File: src/rtl/sevseg_pkg.sv
// Shared constants for the four-digit seven-segment scan driver:
// display code values, the code-to-segment pattern table and the
// default refresh divider.
package sevseg_pkg;

  localparam int REFRESH_DIV_DEFAULT = 100000;

  localparam logic [3:0] CODE_ZERO  = 4'd0;
  localparam logic [3:0] CODE_MINUS = 4'd10;
  localparam logic [3:0] CODE_BLANK = 4'd11;
  localparam logic [3:0] CODE_ERR   = 4'd12;

  // Active-low {g,f,e,d,c,b,a}; entry 15 first, entry 0 last.
  localparam logic [15:0][6:0] SEG_TABLE = {
    7'h7F, // 15 blank
    7'h7F, // 14 blank
    7'h7F, // 13 blank
    7'h06, // 12 "E"
    7'h7F, // 11 blank
    7'h3F, // 10 minus
    7'h10, // 9
    7'h00, // 8
    7'h78, // 7
    7'h02, // 6
    7'h12, // 5
    7'h19, // 4
    7'h30, // 3
    7'h24, // 2
    7'h79, // 1
    7'h40  // 0
  };

endpackage

File: src/rtl/sevseg_decoder.sv
// Combinational 4-bit display code to active-low 7-segment pattern.
module sevseg_decoder
  import sevseg_pkg::*;
(
  input  logic [3:0] code,
  output logic [6:0] pattern
);

  // Table lookup; every code 0..15 has a defined entry.
  always_comb begin
    pattern = SEG_TABLE[code];
  end

endmodule

File: src/rtl/seven_seg_scan_driver.sv
// Multiplexed four-digit seven-segment driver. A prescaler sets how long
// each digit stays lit; digit values are latched into shadow registers
// once per frame so the display never shows a torn frame.
// Optional feature macro: SEVSEG_LZB_EN (leading-zero blanking on
// digit1..digit3 when the decimal point is off).
module seven_seg_scan_driver
  import sevseg_pkg::*;
#(
  parameter int REFRESH_DIV = REFRESH_DIV_DEFAULT
) (
  input  logic       clk,
  input  logic       reset,
  input  logic [3:0] digit1,
  input  logic [3:0] digit2,
  input  logic [3:0] digit3,
  input  logic [3:0] digit4,
  input  logic       showPoint,
  output logic [7:0] ss,
  output logic [3:0] enables,
  output logic       frame_strobe
);

  localparam int              CW       = $clog2(REFRESH_DIV);
  localparam logic [CW-1:0]   CNT_LAST = CW'(REFRESH_DIV - 1);

  logic [CW-1:0] cnt;
  logic [1:0]    idx;
  logic          first;
  logic          tick;
  logic          capture;

  logic [3:0]    sh_d1;
  logic [3:0]    sh_d2;
  logic [3:0]    sh_d3;
  logic [3:0]    sh_d4;
  logic          sh_point;

  logic [3:0]    cur_code;
  logic [3:0]    shown_code;
  logic [6:0]    pattern;
  logic          dp;
  logic [3:0]    en_next;

  assign tick    = (cnt == CNT_LAST);
  // "first" is high only on the first cycle out of reset, forcing an
  // immediate capture so the display does not wait a whole frame.
  assign capture = first | (tick & (idx == 2'd3));

  // Prescaler, scan index and first-cycle flag.
  always_ff @(posedge clk) begin
    if (reset) begin
      cnt   <= '0;
      idx   <= 2'd0;
      first <= 1'b1;
    end else begin
      first <= 1'b0;
      if (tick) begin
        cnt <= '0;
        idx <= idx + 2'd1;
      end else begin
        cnt <= cnt + CW'(1);
      end
    end
  end

  // Shadow copy of the digit inputs, refreshed once per frame.
  always_ff @(posedge clk) begin
    if (reset) begin
      sh_d1    <= CODE_BLANK;
      sh_d2    <= CODE_BLANK;
      sh_d3    <= CODE_BLANK;
      sh_d4    <= CODE_BLANK;
      sh_point <= 1'b0;
    end else if (capture) begin
      sh_d1    <= digit1;
      sh_d2    <= digit2;
      sh_d3    <= digit3;
      sh_d4    <= digit4;
      sh_point <= showPoint;
    end else begin
      sh_d1    <= sh_d1;
      sh_d2    <= sh_d2;
      sh_d3    <= sh_d3;
      sh_d4    <= sh_d4;
      sh_point <= sh_point;
    end
  end

  // Pulse one cycle after each shadow capture.
  always_ff @(posedge clk) begin
    if (reset) begin
      frame_strobe <= 1'b0;
    end else begin
      frame_strobe <= capture;
    end
  end

  // Select the active digit code and its anode pattern.
  always_comb begin
    cur_code = sh_d1;
    en_next  = 4'b0111;
    case (idx)
      2'd0: begin
        cur_code = sh_d1;
        en_next  = 4'b0111;
      end
      2'd1: begin
        cur_code = sh_d2;
        en_next  = 4'b1011;
      end
      2'd2: begin
        cur_code = sh_d3;
        en_next  = 4'b1101;
      end
      2'd3: begin
        cur_code = sh_d4;
        en_next  = 4'b1110;
      end
      default: begin
        cur_code = sh_d1;
        en_next  = 4'b0111;
      end
    endcase
  end

`ifdef SEVSEG_LZB_EN
  logic [2:0] lead_zero;

  // Leading-zero run from the left; suppressed when the point is shown.
  always_comb begin
    lead_zero[0] = ~sh_point & (sh_d1 == CODE_ZERO);
    lead_zero[1] = lead_zero[0] & (sh_d2 == CODE_ZERO);
    lead_zero[2] = lead_zero[1] & (sh_d3 == CODE_ZERO);
  end

  // Replace a leading zero with blank; digit4 always shows its code.
  always_comb begin
    shown_code = cur_code;
    case (idx)
      2'd0:    shown_code = lead_zero[0] ? CODE_BLANK : cur_code;
      2'd1:    shown_code = lead_zero[1] ? CODE_BLANK : cur_code;
      2'd2:    shown_code = lead_zero[2] ? CODE_BLANK : cur_code;
      default: shown_code = cur_code;
    endcase
  end
`else
  // Codes are displayed unmodified.
  always_comb begin
    shown_code = cur_code;
  end
`endif

  sevseg_decoder u_decoder (
    .code    (shown_code),
    .pattern (pattern)
  );

  // Decimal point lives only on the digit2 position.
  always_comb begin
    dp = ~((idx == 2'd1) & sh_point);
  end

  // Registered display outputs.
  always_ff @(posedge clk) begin
    if (reset) begin
      ss      <= 8'hFF;
      enables <= 4'hF;
    end else begin
      ss      <= {dp, pattern};
      enables <= en_next;
    end
  end

endmodule

File: config.mk
export PLATFORM = sky130hd
export DESIGN_NAME = seven_seg_scan_driver
export DESIGN_NICKNAME = d
export VERILOG_FILES = /design/src/rtl/sevseg_pkg.sv /design/src/rtl/sevseg_decoder.sv /design/src/rtl/seven_seg_scan_driver.sv
export SDC_FILE = /design/constraint.sdc
export NUM_CORES = 1
export LEC_CHECK = 0
export CAP_MARGIN = 20
export CORE_MARGIN = 3
export CORE_UTILIZATION = 40
export DETAILED_ROUTE_END_ITERATION = 16
export SLEW_MARGIN = 5
export SYNTH_ARGS = -nofsm -noshare
export SYNTH_HDL_FRONTEND = slang
export SYNTH_HIERARCHICAL = 1
export SYNTH_SLANG_ARGS = --single-unit
File: constraint.sdc
create_clock -name clk -period 3 [get_ports clk]
set_clock_uncertainty 0.1 [all_clocks]
set_input_delay 0.6 -clock clk [delete_from_list [all_inputs] [get_ports clk]]
set_output_delay 0.6 -clock clk [all_outputs]
set_load 0.05 [all_outputs]
==> results_dict.tcl, run 1 <==
set metrics [dict create \
    outcome "completed" \
    grt_pass1_vias 1892 \
    r2r_cells 10 \
    die_y_um 84.3 \
    rsz0062_at_grt "no" \
    dp_slack_ns 0.473 \
    stdcell_count 363 \
    die_w_um 84.3 \
    fmax_mhz 402 \
    yosys.area.top_type "dfxtp_1" \
    routed_wl_um 4930 \
    drt_first_pass_iters 4 \
    syn_avg_cell_area_um2 9.39 \
    reg2reg_slack_ns 0.51 \
    clk_latency_ns 0.30 \
    cts.htree.levels 2 \
    root_buffer "clkbuf_8" \
    num_vias 1927 \
    cts_setup_buffers 0 \
    synth.distinct_cells 39 \
    cts_resized 0 \
    numPortBuffers 31 \
    reg2reg_from "idx[0]" \
    cts_sinks 50 \
    gp_congestion 0.760 \
    power.leakage_nw 1.19 \
    core-area_um2 5710 \
    ys_top_cells_by_area "dfxtp_1 (41%), o211ai_2 (9.2%), ha_1 (5.1%)" \
    hold_class "reg2reg" \
    tightest_slew_ns 0.650 \
    cp.arrival_ns 2.58 \
    grt_max_degree 19 \
    synthesis.nets 290 \
    clk_path_buf_depth 2 \
    track_usage 0.150 \
    ios 32 \
    cts_buffers 5 \
    hold_start "sh_point" \
    holdPathEnd "ss[7]" \
    hold_path_depth 1 \
    final_max_slew_viol_count 0 \
    place_inst 354 \
    required_ns 3.09 \
    critical_path_class "reg2reg" \
    layout-drive-gt1-share 0.155 \
    post-route-period-util 0.830 \
    wl_per_cell_um 13.6 \
    endpoint_kind "register" \
    post-route-min-period_ns 2.49 \
    post-dp-hpwl_um 3440 \
    synth-async-reset-ratio 0 \
    worstSetupStartpointType "register" \
    synth_edf_count 0 \
    maxCapViolations 0 \
    drtIter0Drc 110 \
    start_util 0.429 \
    cts_tree "built" \
    areaGrowthSynthToFinish_pct 18.4 \
    timing.slew.headroom 0.554 \
    syn_area_um2 2450 \
    place_area_um2 2800 \
    irDropWorstVdd_v 0.000233 \
    critPathMaxFanout 5 \
    clkTransAtPathRegs_ns 0.09 \
    overflow 0 \
    final_area_um2 2900 \
    synth_top_area_frac 0.408 \
    holdBufCountCts 0 \
    synth_ff_type "dfxtp_1" \
    yosysSeqAreaShare 0.408 \
    yosys_warnings 6 \
    setup_slack_ns 0.511 \
    r2r-end "ss[6]" \
    postLayoutCoreUtil 0.508 \
    num-nets-final 319 \
    antenna_left 0 \
    setup_viol 0 \
    rows 27 \
    antenna_found_initial 0 \
    syn_inst 261 \
    final_hold_viol_count 0 \
    diodes 0 \
    dieArea_um2 7100 \
    grt_first_pass_wirelength_um 8890 \
    via_per_inst 5.31 \
    finalSetupTns_ns 0 \
    drc 0 \
    synth_seq_cells 50 \
    power.density_nw_per_um2 451 \
]
==> power by group <==
part           internal, mW  switching, mW  total, mW
registers             0.694         0.0201      0.714
logic                0.0824          0.101      0.183
clock network         0.186          0.225      0.411
total                 0.962          0.346       1.31
==> cells in the mapped netlist (all sizes together), types with 7 or more instances <==
library cell  count
dfxtp            50
o211ai           24
inv              22
nand2            21
nor2             21
buf              10
ha               10
nand4            10
mux2i             8
o21ai             8
or2               8
xor2              8
and3              7
==> registers in the layout, summed over array words and instances (netlist names) <==
| name | flops |
|---|---|
| cnt | 17 |
| ss | 8 |
| enables | 4 |
| sh_d1 | 4 |
| sh_d2 | 4 |
| sh_d3 | 4 |
| sh_d4 | 4 |
| idx | 2 |
| first | 1 |
| frame_strobe | 1 |
| sh_point | 1 |
==> worst max-delay path by stage <==
stage | start | to | slack [ns]
2_1_floorplan | idx[0] | ss[3] | 0.70
6_report | idx[0] | ss[6] | 0.51
5_1_grt | idx[0] | ss[3] | 0.20
3_3_place_gp | idx[0] | ss[6] | 0.56
3_5_place_dp | idx[0] | ss[6] | 0.47
4_1_cts | idx[0] | ss[6] | 0.44
==> layout by cell type (no fill, tap or decap), types with 2 or more instances in the layout <==
cell type / netlist / routed
nand2_1: 21 / 21
xor2_1: 8 / 8
nand3_1: 6 / 6
clkdlybuf4s50_1: 0 / 31
and4_1: 3 / 3
nor3_1: 2 / 2
inv_1: 22 / 22
o311ai_1: 5 / 5
o211ai_2: 18 / 18
a222oi_1: 4 / 4
a31oi_1: 5 / 5
o211ai_1: 6 / 6
mux2i_1: 8 / 8
xnor2_1: 6 / 6
a21oi_1: 4 / 4
ha_1: 10 / 10
clkbuf_8: 0 / 6
buf_4: 3 / 7
clkinv_1: 2 / 2
nor2_1: 21 / 21
or2_2: 7 / 7
o21ai_0: 8 / 8
and3_1: 7 / 7
dfxtp_1: 50 / 50
or3_1: 2 / 2
nand4_1: 9 / 9
==> cells by family after synthesis <==
| group | share of synthesized area |
|---|---|
| adder cells (fa/ha/maj) | 0.0510 |
| AO/OA/AOI/OAI | 0.188 |
| multiplexers | 0.0327 |
| buffers and inverters | 0.0761 |
| flip-flops | 0.408 |
| XOR/XNOR | 0.0500 |
| AND/OR/NAND/NOR | 0.193 |
==> critical path, stage by stage, from the launching register on <==
cell and delay (ns):
dfxtp_1 0.41, inv_1 0.09, ha_1 0.27, a222oi_1 0.39
mux2i_1 0.22, inv_1 0.14, ha_1 0.22, inv_1 0.06
mux2i_1 0.13, a21oi_1 0.08, or2_2 0.29
==> layout make-up <==
class / instances / area (um2)
Clock buffer: 6 / 82.6
Clock inverter: 2 / 12.5
Fill cell: 524 / 2810
Inverter: 24 / 90.1
Multi-Input combinational cell: 171 / 1260
Sequential cell: 50 / 1000
Tap cell: 72 / 90.1
Timing Repair Buffer: 38 / 363
==> metrics by stage <==
stage,hold slack [ns],power (mW)
3_3_place_gp,0.350,0.913
4_1_cts,0.352,1.33
3_5_place_dp,0.324,0.912
5_1_grt,0.369,1.38
6_report,0.347,1.31
2_1_floorplan,0.281,0.851
==> layer usage <==
layer  wire, um  part of all wire  track usage
met1       2440              0.49        0.210
met5          0                 0            0
met4         50             0.010       0.0365
met3        247             0.050       0.0353
met2       2190              0.44        0.234
(Power assumes the default switching activity.)
==> run 2, diff against run 1 <==
Clock period 3 ns to 2.08 ns, I/O delays scaled along.
==> results_dict.tcl, run 2 (synthesized netlist as in run 1, its figures left out) <==
set metrics [dict create \
    die_y_um 84.3 \
    cts_sinks 50 \
    finalSetupTns_ns -0.187 \
    r2r_cells 9 \
    critical_path_class "reg2reg" \
    rows 27 \
    cts.htree.levels 2 \
    place_area_um2 2990 \
    gp_congestion 0.814 \
    final_hold_viol_count 0 \
    outcome "finished with violations" \
    p_sw_mw 0.501 \
    routed_wl_um 5400 \
    cts_tree "built" \
    maxCapViolations 0 \
    fmax_mhz 468 \
    endpoint_kind "register" \
    setup_viol 5 \
    final_area_um2 3250 \
    crit_start "idx[0]" \
    path_cells "inv_4 -> ha_4 -> a222oi_1 -> mux2i_2 -> buf_4 -> nor2_4 -> nand3b_1 -> o21ai_1 -> or2_4" \
    root_buffer "clkbuf_8" \
    cp.arrival_ns 2.22 \
    die_w_um 84.3 \
    internal-power_mw 1.54 \
    violations "setup timing" \
    top_register "cnt" \
    p_comb_frac 0.159 \
    track_usage 0.153 \
    dieArea_um2 7100 \
    mostFrequentLayoutCell "dfxtp_1" \
    timing.slew.headroom 0.669 \
    areaGrowthSynthToFinish_pct 32.7 \
    top_regs "cnt: 17 flops, ss: 8 flops" \
    start_util 0.429 \
    setup_slack_ns -0.0551 \
    diodes 0 \
    cp.depth 9 \
    hold_path_depth 1 \
    post-dp-hpwl_um 3760 \
    overflow 0 \
    post-route-min-period_ns 2.14 \
    layout-drive-gt1-share 0.276 \
    largest_reg_flops 17 \
    clk_latency_ns 0.29 \
    core-area_um2 5710 \
    crit_family "compound AO/OA/AOI/OAI gates" \
    place_inst 370 \
    netSwitchingFraction 0.245 \
    critPathMaxFanout 4 \
    power.leakage_nw 1.31 \
    worstSetupStartpointType "register" \
    most-common-layout-cells "dfxtp_1 (48), clkdlybuf4s50_1 (31), buf_4 (25)" \
    wl_per_cell_um 14.1 \
    drc 0 \
    drt_first_pass_iters 4 \
    antenna_left 0 \
    power.density_nw_per_um2 628 \
    cts_buffers 5 \
    crit_buf_inv 2 \
    drtIter0Drc 89 \
    clkTransAtPathRegs_ns 0.09 \
    ios 32 \
    grt_max_degree 18 \
    required_ns 2.17 \
    power_mw 2.04 \
    tightest_slew_ns 0.495 \
    stdcell_count 384 \
    rsz0062_at_grt "yes" \
    reg2reg_from "idx[0]" \
    num_vias 2064 \
    power.share.clock 0.336 \
    clk_path_buf_depth 2 \
    hold_start "sh_point" \
    cp_slowest_cell "dfxtp_4" \
    num-nets-final 341 \
    seqPwrFrac 0.504 \
    grt_pass1_vias 1945 \
    worst_path_largest_cell_delay_ns 0.41 \
    grt_first_pass_wirelength_um 9000 \
    numPortBuffers 31 \
    post-route-period-util 1.03 \
    via_per_inst 5.38 \
    hold_class "reg2reg" \
    irDropWorstVdd_v 0.000310 \
    antenna_found_initial 0 \
    final_max_slew_viol_count 0 \
]
==> run 2: cell types whose count changed in the layout (fill, tap and decap cells not counted), moves of 4 or more <==
cell | before | now
buf_4 | 7 | 25
ha_1 | 10 | 2
ha_4 | 0 | 6
o21ai_0 | 8 | 2
o21ai_1 | 0 | 6
or2_2 | 7 | 1
or2_4 | 0 | 6
inv_1 | 22 | 18
==> run 2: metrics by stage <==
stage	worst slack (ns)	util	hold slack, ns
floorplan	-0.0208	-	0.281
global placement	-0.0710	0.523	0.311
detailed placement	-0.130	0.523	0.317
CTS	-0.0318	0.560	0.339
global route	-0.140	0.570	0.353
finish	-0.0551	0.570	0.334
==> run 2: final timing paths <==
kind                end  slack, ns
setup / recovery  ss[0]      -0.06
hold reg to reg   ss[7]       0.33
hold / removal    ss[7]       0.33
setup reg to reg  ss[0]      -0.06
==> run 2: area by class of cell <==
cell class,instances,area [um2]
Clock buffer,6,82.6
Clock inverter,1,30.0
Fill cell,519,2460
Inverter,24,95.1
Multi-Input combinational cell,171,1390
Sequential cell,50,1010
Tap cell,72,90.1
Timing Repair Buffer,60,561
==> run 2: metal layers <==
metal | GRT usage | up-vias | share of wire
li1 | - | 1036 | -
met5 | 0 | - | 0
met3 | 0.0353 | 8 | 0.040
met2 | 0.258 | 45 | 0.49
met1 | 0.196 | 975 | 0.46
met4 | 0.0424 | 0 | 0.012
==> run 2: repair_timing <==
item / CTS / global route
buffers inserted: 2 / 5
endpoints found under the setup margin: 7 / 7
hold buffers: 0 / 0
resized for setup: 24 / 7
pin swaps: 8 / 9
==> run 2: power by group through the flow <==
stage	clock network, mW	logic [mW]	registers, mW
after floorplan	0	0.146	1.09
after global placement	0	0.291	1.05
after detailed placement	0	0.292	1.05
after CTS	0.711	0.306	1.03
after global routing	0.755	0.350	1.04
final	0.687	0.325	1.03
==> run 3, diff against run 2 <==
Settings changed: CAP_MARGIN 20 to not set, CELL_PAD_IN_SITES_DETAIL_PLACEMENT set to 0, CELL_PAD_IN_SITES_GLOBAL_PLACEMENT set to 1, CORE_UTILIZATION 40 to 38, PLACE_DENSITY_LB_ADDON set to 0.1, SKIP_LAST_GASP set to 1.
==> results_dict.tcl, run 3 (synthesized netlist as in run 1, its figures left out) <==
set metrics [dict create \
    stdcell_count 387 \
    holdPathEnd "ss[7]" \
    required_ns 2.17 \
    hold_path_depth 1 \
    core-area_um2 6100 \
    path_cells "inv_4 -> ha_4 -> a222oi_1 -> mux2i_2 -> inv_2 -> ha_4 -> nand2_1 -> o21ai_0 -> mux2i_1 -> or2_2" \
    seqPwrFrac 0.531 \
    grt_first_pass_wirelength_um 9100 \
    critPathMaxFanout 4 \
    setup_viol 7 \
    crit_top_cell "ha_4" \
    mostFrequentLayoutCell "dfxtp_1" \
    place_inst 374 \
    cp_slowest_cell "dfxtp_4" \
    largest_reg_flops 17 \
    holdBufCountCts 0 \
    diodes 0 \
    timing.slew.headroom 0.606 \
    cts_buffers 5 \
    worst_path_largest_cell_delay_ns 0.41 \
    final_max_slew_viol_count 0 \
    most-common-layout-cells "dfxtp_1 (48), clkdlybuf4s50_1 (31), buf_4 (26)" \
    wl_per_cell_um 14.0 \
    clk_latency_ns 0.31 \
    areaGrowthSynthToFinish_pct 30.8 \
    hold_start "sh_point" \
    reg2reg_from "idx[0]" \
    dieArea_um2 7450 \
    num_vias 2032 \
    p_sw_mw 0.523 \
    grt_pass1_vias 1941 \
    r2r_cells 10 \
    post-dp-hpwl_um 3750 \
    overflow 0 \
    irDropWorstVdd_v 0.000269 \
    start_util 0.402 \
    grt_max_degree 19 \
    drc 0 \
    gp_congestion 0.778 \
    cts.htree.levels 2 \
    root_buffer "clkbuf_8" \
    antenna_found_initial 0 \
    top_regs "cnt: 17 flops, ss: 8 flops" \
    reg2reg_slack_ns -0.11 \
    power.share.clock 0.311 \
    outcome "finished with violations" \
    power.leakage_nw 1.29 \
    layout-drive-gt1-share 0.276 \
    cp.arrival_ns 2.28 \
    r2r-end "ss[4]" \
    clkTransAtPathRegs_ns 0.09 \
    routed_wl_um 5430 \
    drtIter0Drc 68 \
    antenna_left 0 \
    die_y_um 86.3 \
    finalSetupTns_ns -0.453 \
    worstSetupStartpointType "register" \
    numPortBuffers 31 \
    rsz0062_at_grt "yes" \
    tightest_slew_ns 0.574 \
    cts_tree "built" \
    rows 28 \
    num-nets-final 340 \
    internal-power_mw 1.41 \
    hold_class "reg2reg" \
    fmax_mhz 457 \
    netSwitchingFraction 0.270 \
    final_hold_viol_count 0 \
    clk_path_buf_depth 2 \
    setup_slack_ns -0.107 \
    endpoint_kind "register" \
    top_register "cnt" \
    place_area_um2 2980 \
    power.density_nw_per_um2 603 \
    violations "setup timing" \
    ios 32 \
    post-route-period-util 1.05 \
    die_w_um 86.3 \
    drt_first_pass_iters 4 \
    critical_path_class "reg2reg" \
    via_per_inst 5.25 \
    cts_sinks 50 \
    track_usage 0.153 \
    crit_buf_inv 2 \
    fillerInstances 606 \
    maxCapViolations 0 \
    post-route-min-period_ns 2.19 \
    p_comb_frac 0.158 \
    crit_family "compound AO/OA/AOI/OAI gates" \
    final_area_um2 3210 \
]
run 3: timing repair:
action / CTS / global route
setup endpoints to repair: 7 / 19
pin swaps: 4 / 11
resized for setup: 11 / 14
buffers inserted: 4 / 1
run 3: per-layer routing:
metal / share of wire / GRT usage
met1: 0.47 / 0.210
met2: 0.47 / 0.240
met3: 0.043 / 0.0304
met4: 0.012 / 0.0510
met5: 0 / 0
run 3: power by group through the flow:
stage,registers (mW),logic [mW],clock network (mW)
2_1_floorplan,1.09,0.146,0
3_3_place_gp,1.05,0.287,0
3_5_place_dp,1.05,0.289,0
4_1_cts,1.03,0.295,0.624
5_1_grt,1.03,0.335,0.657
6_report,1.03,0.306,0.601
run 3: worst max path at each step:
stage	cells after the start	slack, ns	from	endpoint
finish	10	-0.11	idx[0]	ss[4]
global route	10	-0.19	idx[0]	ss[4]
CTS	9	-0.11	idx[1]	ss[0]
detailed placement	10	-0.16	idx[1]	ss[6]
global placement	9	-0.06	idx[0]	ss[3]
floorplan	10	-0.02	idx[0]	ss[5]
run 3: area by class of cell:
class / count / area, um2 / share of cell area
Timing Repair Buffer: 59 / 537 / 0.167
Clock inverter: 2 / 12.5 / 0.00390
Inverter: 24 / 92.6 / 0.0289
Sequential cell: 50 / 1010 / 0.315
Multi-Input combinational cell: 171 / 1380 / 0.430
Clock buffer: 6 / 82.6 / 0.0258
Tap cell: 75 / 93.8 / 0.0293
run 3: metrics by stage:
stage	setup slack, ns	util	hold WS, ns	power, mW
floorplan	-0.0208	-	0.281	1.23
global placement	-0.0637	0.490	0.313	1.34
detailed placement	-0.161	0.490	0.313	1.34
CTS	-0.110	0.517	0.337	1.95
global route	-0.186	0.526	0.371	2.03
finish	-0.107	0.526	0.340	1.93
